===== config.mk =====
export PLATFORM = sky130hd
export DESIGN_NAME = fifo_wr_arbiter
export DESIGN_NICKNAME = d
export VERILOG_FILES = /design/src/rtl/fifo_pkg.sv /design/src/rtl/rr_pick.sv /design/src/rtl/fifo_wr_arbiter.sv
export SDC_FILE = /design/constraint.sdc
export NUM_CORES = 1
export LEC_CHECK = 0
export CORE_UTILIZATION = 46
export CTS_BUF_LIST = sky130_fd_sc_hd__clkbuf_4
export DETAILED_ROUTE_END_ITERATION = 8
export HOLD_SLACK_MARGIN = 0.15
export PLACE_DENSITY = 0.95
export SYNTH_ARGS = -nofsm -noshare
export SYNTH_HDL_FRONTEND = slang
export SYNTH_HIERARCHICAL = 1
export SYNTH_SLANG_ARGS = --single-unit

===== constraint.sdc =====
create_clock -name clk_wr -period 4.2 [get_ports clk_wr]
set_input_delay 0.84 -clock clk_wr [delete_from_list [all_inputs] [get_ports clk_wr]]
set_output_delay 0.84 -clock clk_wr [all_outputs]
set_load 0.03 [all_outputs]

===== src/rtl/fifo_pkg.sv =====
// Shared defaults and state type for the FIFO write-port arbiter.
package fifo_pkg;

    localparam int NUM_REQ_DEF   = 4;
    localparam int DATA_W_DEF    = 8;
    localparam int MAX_BURST_DEF = 8;

    typedef enum logic {
        IDLE  = 1'b0,
        BURST = 1'b1
    } arb_state_t;

endpackage


===== src/rtl/rr_pick.sv =====
// Round-robin winner selection: scans upward from the requester after last_gnt.
module rr_pick
    import fifo_pkg::*;
#(
    parameter int NUM_REQ = NUM_REQ_DEF,
    parameter int IDX_W   = (NUM_REQ > 1) ? $clog2(NUM_REQ) : 1
) (
    input  logic [NUM_REQ-1:0] req,
    input  logic [IDX_W-1:0]   last_gnt,
    output logic [NUM_REQ-1:0] win,
    output logic               valid
);

    localparam int SUM_W = IDX_W + 1;

    logic [SUM_W-1:0] sum;
    logic [IDX_W-1:0] idx;

    // First requesting index at offsets 1..NUM_REQ after last_gnt wins; the
    // previous winner is checked last so it only wins when alone.
    always_comb begin
        win   = '0;
        valid = 1'b0;
        sum   = '0;
        idx   = '0;
        for (int k = 1; k <= NUM_REQ; k++) begin
            sum = {1'b0, last_gnt} + SUM_W'(k);
            if (sum >= SUM_W'(NUM_REQ)) begin
                sum = sum - SUM_W'(NUM_REQ);
            end
            idx = sum[IDX_W-1:0];
            if (!valid && req[idx]) begin
                win[idx] = 1'b1;
                valid    = 1'b1;
            end
        end
    end

endmodule


===== src/rtl/fifo_wr_arbiter.sv =====
// Burst-oriented arbiter sharing one FIFO write port among NUM_REQ requesters.
//
//   state | meaning
//   ------+---------------------------------------------------------------
//   IDLE  | no grant held; round-robin pick registers the next grant
//   BURST | one requester granted; beats pass while FIFO not full
//
// Every release goes through IDLE, so consecutive grants are always separated
// by one idle cycle. ack/wr_en/wr_data/busy are forced low while reset_n is
// low so an in-flight burst cannot write during the reset cycle.
module fifo_wr_arbiter
    import fifo_pkg::*;
#(
    parameter int NUM_REQ   = NUM_REQ_DEF,
    parameter int DATA_W    = DATA_W_DEF,
    parameter int MAX_BURST = MAX_BURST_DEF
) (
    input  logic                        clk_wr,
    input  logic                        reset_n,
    input  logic [NUM_REQ-1:0]          req,
    input  logic [NUM_REQ*DATA_W-1:0]   req_data,
    input  logic [NUM_REQ-1:0]          req_last,
    input  logic                        w_full,
    output logic [NUM_REQ-1:0]          gnt,
    output logic [NUM_REQ-1:0]          ack,
    output logic                        wr_en,
    output logic [DATA_W-1:0]           wr_data,
    output logic                        busy
);

    localparam int IDX_W = (NUM_REQ > 1) ? $clog2(NUM_REQ) : 1;
    localparam int CNT_W = $clog2(MAX_BURST) + 1;
    localparam logic [CNT_W-1:0] CNT_LAST = CNT_W'(MAX_BURST - 1);

    arb_state_t         state_q, state_d;
    logic [NUM_REQ-1:0] gnt_q, gnt_d;
    logic [IDX_W-1:0]   last_gnt_q, last_gnt_d;
    logic [CNT_W-1:0]   burst_cnt_q, burst_cnt_d;

    logic [NUM_REQ-1:0] pick_win;
    logic               pick_valid;
    logic [IDX_W-1:0]   pick_idx;

    rr_pick #(
        .NUM_REQ (NUM_REQ),
        .IDX_W   (IDX_W)
    ) u_rr_pick (
        .req      (req),
        .last_gnt (last_gnt_q),
        .win      (pick_win),
        .valid    (pick_valid)
    );

    // Encode the one-hot winner so it can be remembered as the new last_gnt.
    always_comb begin
        pick_idx = '0;
        for (int i = 0; i < NUM_REQ; i++) begin
            if (pick_win[i]) begin
                pick_idx = IDX_W'(i);
            end
        end
    end

    // Beat accept, FIFO write strobe and data mux from the held grant.
    always_comb begin
        ack     = '0;
        wr_data = '0;
        if (reset_n && (state_q == BURST) && !w_full) begin
            ack = gnt_q & req;
        end
        if (reset_n) begin
            for (int i = 0; i < NUM_REQ; i++) begin
                if (gnt_q[i]) begin
                    wr_data = req_data[i*DATA_W +: DATA_W];
                end
            end
        end
        wr_en = |ack;
        busy  = reset_n && (state_q == BURST);
        gnt   = gnt_q;
    end

    // Next-state: arbitrate in IDLE; release on last beat, burst cap or abandon.
    always_comb begin
        state_d     = state_q;
        gnt_d       = gnt_q;
        last_gnt_d  = last_gnt_q;
        burst_cnt_d = burst_cnt_q;
        case (state_q)
            IDLE: begin
                if (pick_valid) begin
                    state_d     = BURST;
                    gnt_d       = pick_win;
                    last_gnt_d  = pick_idx;
                    burst_cnt_d = '0;
                end
            end
            BURST: begin
                if (!(|(gnt_q & req))) begin
                    state_d = IDLE;
                    gnt_d   = '0;
                end else if (wr_en) begin
                    burst_cnt_d = burst_cnt_q + CNT_W'(1);
                    if ((|(ack & req_last)) || (burst_cnt_q == CNT_LAST)) begin
                        state_d = IDLE;
                        gnt_d   = '0;
                    end
                end
            end
            default: begin
                state_d = IDLE;
                gnt_d   = '0;
            end
        endcase
    end

    // State registers; last_gnt resets to the top index so requester 0 wins first.
    always_ff @(posedge clk_wr) begin
        if (!reset_n) begin
            state_q     <= IDLE;
            gnt_q       <= '0;
            last_gnt_q  <= IDX_W'(NUM_REQ - 1);
            burst_cnt_q <= '0;
        end else begin
            state_q     <= state_d;
            gnt_q       <= gnt_d;
            last_gnt_q  <= last_gnt_d;
            burst_cnt_q <= burst_cnt_d;
        end
    end

endmodule


==> metrics.yaml, run 1 <==
power.total_mw: 0.8788
drcViolationCount: 0
die_h_um: 55.19
postCtsHoldBufs: 0
synth_top_area_cell: "dfxtp_1"
wirelength_um: 3674
synthFlopType: "dfxtp_1"
syn-cell-area_mm2: 0.001301
root_buffer: "clkbuf_4"
io_pins: 61
h-tree-depth: 1
synthArstFlopShare: 0
rsz0062_at_grt: "false"
comb_power_share: 0.696
status: "finished clean"
cts_resized: 0
worst_setup_path_start_kind: "input port"
cp.arrival_ps: 2720
fin_cells: 252
grt_max_degree: 22
ys_seq_area_frac: 0.1692
cap_viol_max_count: 0
power_frac_clock: 0.089
synth-seq-cells: 11
post_cts_buffers: 0
clkTransAtPathRegs_ps: 70
hold_ws_ps: 503.8
fin_setup_tns_ps: 0
yosysMostFrequentCell: "nand2_1"
fp-row-count: 18
irDropWorstVdd_mv: 0.4045
finClkSkew_ps: 0.5092
drt_iter0_drc: 34
slew_viol_final: 0
yosysWarnings: 6
syn_inst: 165
grt_pass1_wl_um: 5264
synth.area.top_cells: "dfxtp_1, mux2i_1, ha_1"
vias_per_cell: 5.798
p_leak_nw: 0.7612
end_kind: "primary output"
crit_fanout: 9
worst-slew-pin-transition_ps: 586.5
period_share: 0.8466
fin_crit_ps: 3556
worstSetupPathType: "in2out"
area.growth.synth_to_final_pct: 48.85
place_congestion: 0.7617
postPlaceCellArea_mm2: 0.001907
synth_top_area_frac: 0.1692
nets: 275
die_area_mm2: 0.003045
worst_ep_required_time_ps: 3360
dr.pass1.iters: 4
start_util: 0.5068
cts_buffer_depth: 2
grt_overflow_total: 0
cts_buffers: 3
seqPwrFrac: 0.216
grt_pass1_vias: 1267
fmax_mhz: 281.2
finalSetupViolCount: 0
num_antenna_cells: 0
core_mm2: 0.002567
synth_edf_count: 0
num_vias: 1461
sw_frac_of_total: 0.4794
powerDensity_mw_per_mm2: 453.7
synth.avg_cell_area_um2: 7.886
timing.slew.headroom: 0.6084
cts_tree: "built"
grt_antenna_before_repair: 0
hp-class: "reg2reg"
synth_top_cells_by_count: "nand2_1, nor2b_1, mux2i_1"
cts.sinks: 11
dp_hpwl_um: 2804
antenna_left: 0
fin_area_mm2: 0.001937
syn-num-nets: 217
dp_cells: 248
wl_per_cell_um: 14.58
power_switching_mw: 0.4213
gr-usage-all-layers: 0.2459
synth.distinct_cells: 39
p_int_mw: 0.4575
drive_above_1_share: 0.05856
clock_latency_ps: 260
port_buffers: 60
die_x_um: 55.19
hold_violations: 0
-- cell usage in the layout (no fill, tap or decap), drive strengths merged, types with 8 or more instances in the layout --
cell type / instances
dfxtp: 11
nor3: 10
inv: 8
clkdlybuf4s50: 60
nor2b: 17
ha: 9
a221oi: 8
mux2i: 13
a21oi: 10
nand2: 22
-- layer usage --
layer / up-vias / global-route usage / routed length [um]
met5: - / 0 / 0
met4: 0 / 0.07917 / 71
met3: 10 / 0.07377 / 416
met2: 59 / 0.4900 / 1801
met1: 673 / 0.2349 / 1384
li1: 719 / - / -
-- worst max-delay path, stage by stage --
cell and delay [ps]:
clkdlybuf4s50_1 640, nand2_1 190, a41oi_4 320, clkdlybuf4s50_1 720
-- stage by stage --
stage / setup WS [ps] / util
finish: 644.3 / 0.7544
global route: 564.7 / 0.7544
CTS: 648.0 / 0.7544
detailed placement: 669.5 / 0.7427
global placement: 700.6 / 0.7427
floorplan: 1683 / -
-- cell type report --
type | count | area [um2]
Inverter | 8 | 30.03
Multi-Input combinational cell | 137 | 1003
Fill cell | 183 | 630.6
Clock buffer | 4 | 30.03
Tap cell | 30 | 37.54
Timing Repair Buffer | 62 | 615.6
Sequential cell | 11 | 220.2
-- sequential cells by signal, summed over array words and instances, names as in the netlist --
register     flops
state_q          1
last_gnt_q       2
gnt              4
burst_cnt_q      4
-- cells by family (layout without fill, tap and decap cells) --
| group | count (synthesis) | count (layout) | synth area share |
|---|---|---|---|
| AO/OA/AOI/OAI | 33 | 33 | 0.2116 |
| XOR/XNOR | 2 | 2 | 0.01346 |
| adder cells (fa/ha/maj) | 9 | 9 | 0.08654 |
| buffers and inverters | 17 | 74 | 0.05962 |
| multiplexers | 16 | 16 | 0.1375 |
| AND/OR/NAND/NOR | 77 | 77 | 0.3221 |
| flip-flops | 11 | 11 | 0.1692 |
-- final timing paths --
kind	start	end	slack, ps	depth (start not counted)
setup reg to reg	last_gnt_q[1]	last_gnt_q[0]	1520	9
hold / removal	burst_cnt_q[0]	burst_cnt_q[0]	500	1
setup / recovery	req[0]	wr_en	640	4
hold reg to reg	burst_cnt_q[0]	burst_cnt_q[0]	500	1
-- power groups by stage --
stage | clock [mW] | sequential (mW) | combinational (mW)
after floorplan | 0 | 0.173 | 0.444
after global placement | 0 | 0.190 | 0.590
after detailed placement | 0 | 0.191 | 0.603
after CTS | 0.0816 | 0.188 | 0.609
after global routing | 0.0845 | 0.195 | 0.670
final | 0.0779 | 0.190 | 0.611
(Power assumes the default switching activity.)
==> inputs of run 2 (changes only) <==
Settings changed: CORE_UTILIZATION 46 to 43.
Clock period 4.2 ns to 3.7 ns, I/O delays scaled along.
==> run 2 against run 1 <==
The run now ends with design-rule violations left. Clock skew is essentially flat. First-iteration DRC count grew to 3.0 times the previous value. Routed wire length is 0.84% lower. Non-clock buffer count grew 3. Cell area grew 1.2%. Sequential share of layout area decreased by 0.14 points. Clock power up 14%. Power increased by 12%. Via count up 1.2%. Die area is 6.7% higher. Global-route usage is 1.6 points lower. Sequential power grew 17%.
==> metrics.yaml, run 2 (synthesis gave the netlist of run 1 again) <==
powerDensity_mw_per_mm2: 503.6  # +11%
io_pins: 61  # unchanged
clock_latency_ps: 270  # about the same
p_leak_nw: 0.7750  # +1.8%
finClkSkew_ps: 0.4376  # -0.07161 ps
cts.sinks: 11  # unchanged
die_area_mm2: 0.003250  # +6.7%
antenna_left: 0  # unchanged
sw_frac_of_total: 0.4746  # -0.004811
fin_setup_tns_ps: 0  # unchanged
nets: 278  # +1.1%
status: "finished, violations left"
slew_viol_final: 0  # unchanged
critPathLaunch: "gnt[1]"
start_util: 0.4639  # -0.04295
wirelength_um: 3643  # -0.84%
grt_max_degree: 22  # unchanged
utilization: 0.6989  # -0.05546
clkTransAtPathRegs_ps: 70  # about the same
violations: "design-rule violations"
period_share: 0.8909
layout.cells.most_common: "clkdlybuf4s50_1"
dr.pass1.iters: 6  # +2
drcViolationCount: 20  # +20
h-tree-depth: 1  # unchanged
postCtsHoldBufs: 0  # unchanged
end_kind: "primary output"
cts_tree: "built"
cts_buffers: 3  # unchanged
rsz0062_at_grt: "false"
worstSetupPathType: "reg2out"
fin_crit_ps: 3296
comb_power_share: 0.685  # -0.011
use_met1: 0.2791  # +0.04419
worst_ep_required_time_ps: 2960  # -400 ps
hp-start: "gnt[0]"
port_buffers: 60  # unchanged
vias_per_cell: 5.773  # -0.42%
crit_fanout: 13  # +4
timing.slew.headroom: 0.5460  # -0.06248
power_switching_mw: 0.4686  # +11%
drive_above_1_share: 0.07111  # +0.01255
gr-usage-met3: 0.05442  # -0.01935
grt_pass1_vias: 1362  # +7.5%
num_antenna_cells: 0  # unchanged
cts_resized: 0  # unchanged
core_mm2: 0.002805  # +9.3%
place_congestion: 0.9078  # +19%
hold_ws_ps: 523.6  # +19.80 ps
finalSetupViolCount: 0  # unchanged
grt_busiest_layer: "met2"
fp-row-count: 19  # +1
r2r-start: "last_gnt_q[1]"
mostFrequentLayoutCells: "clkdlybuf4s50_1, nand2_1, nor2b_1, mux2i_1, dfxtp_1"
power_frac_clock: 0.090  # about the same
die_x_um: 57.01  # +3.3%
drt_iter0_drc: 102  # +200%
fmax_mhz: 303.4
p_int_mw: 0.5188  # +13%
worst_setup_path_start_kind: "flip-flop"
seqPwrFrac: 0.225  # +0.009
cts_buffer_depth: 2  # unchanged
hp-class: "reg2reg"
root_buffer: "clkbuf_4"
grt_overflow_total: 0  # unchanged
num_vias: 1478  # +1.2%
die_h_um: 57.01  # +3.3%
met2_usage: 0.3765  # -0.1135
dp_hpwl_um: 2849  # +1.6%
worst-slew-pin-transition_ps: 680.1  # +93.59 ps
irDropWorstVdd_mv: 0.3647  # -9.8%
area.growth.synth_to_final_pct: 50.67
grt_antenna_before_repair: 0  # unchanged
grt_pass1_wl_um: 5920  # +12%
gr-usage-all-layers: 0.2301  # -0.01578
cap_viol_max_count: 0  # unchanged
wl_per_cell_um: 14.23  # -2.4%
post_cts_buffers: 0  # unchanged
cp.arrival_ps: 2560  # -160 ps
hold_violations: 0  # unchanged
-- run 2: cell types whose count changed in the layout (fill, tap and decap cells not counted) --
cell,before,now
buf_4,2,5
-- run 2: cell type report --
class                   count  area (um2)
multi-input cells         137        1003
fillers                   233       844.6
repair buffers             65       638.1
flip-flops and latches     11       220.2
well taps                  31       38.79
clock buffers               4       30.03
inverters                   8       30.03
-- run 2: power groups by stage --
stage               sequential, mW  combinational, mW  clock, mW
floorplan                    0.196              0.504          0
global placement             0.223              0.658          0
detailed placement           0.224              0.675          0
CTS                          0.221              0.677     0.0918
global route                 0.230              0.743     0.0984
finish                       0.222              0.677     0.0891
-- run 2: critical path, cell delays in order (launching register included) --
cell and delay (ps):
dfxtp_1 450, nor2b_1 560, a221oi_1 160, nor3_1 180
a21oi_1 70, nor2b_1 180, clkdlybuf4s50_1 690
-- run 2: layer usage --
| layer | vias up | wire length [um] |
|---|---|---|
| li1 | 723 | - |
| met1 | 682 | 1448 |
| met2 | 62 | 1737 |
| met3 | 11 | 357 |
| met4 | 0 | 99 |
| met5 | - | 0 |
-- run 2: worst paths after layout --
kind	end	slack [ps]	depth (start not counted)
min reg2reg	gnt[0]	520	2
max reg2reg	last_gnt_q[0]	1030	9
min	gnt[0]	520	2
max	wr_data[7]	400	6
-- run 2: per-stage QoR --
step                      instance area (um2)  total power, mW  setup slack (ps)  cells
final                                    1961           0.9874             403.6    256
after global routing                     1961            1.072             242.2    256
after CTS                                1961           0.9900             421.3    256
after detailed placement                 1931           0.8990             515.6    252
after global placement                   1931           0.8810             541.9    252
after floorplan                          1301           0.7005              1283    165
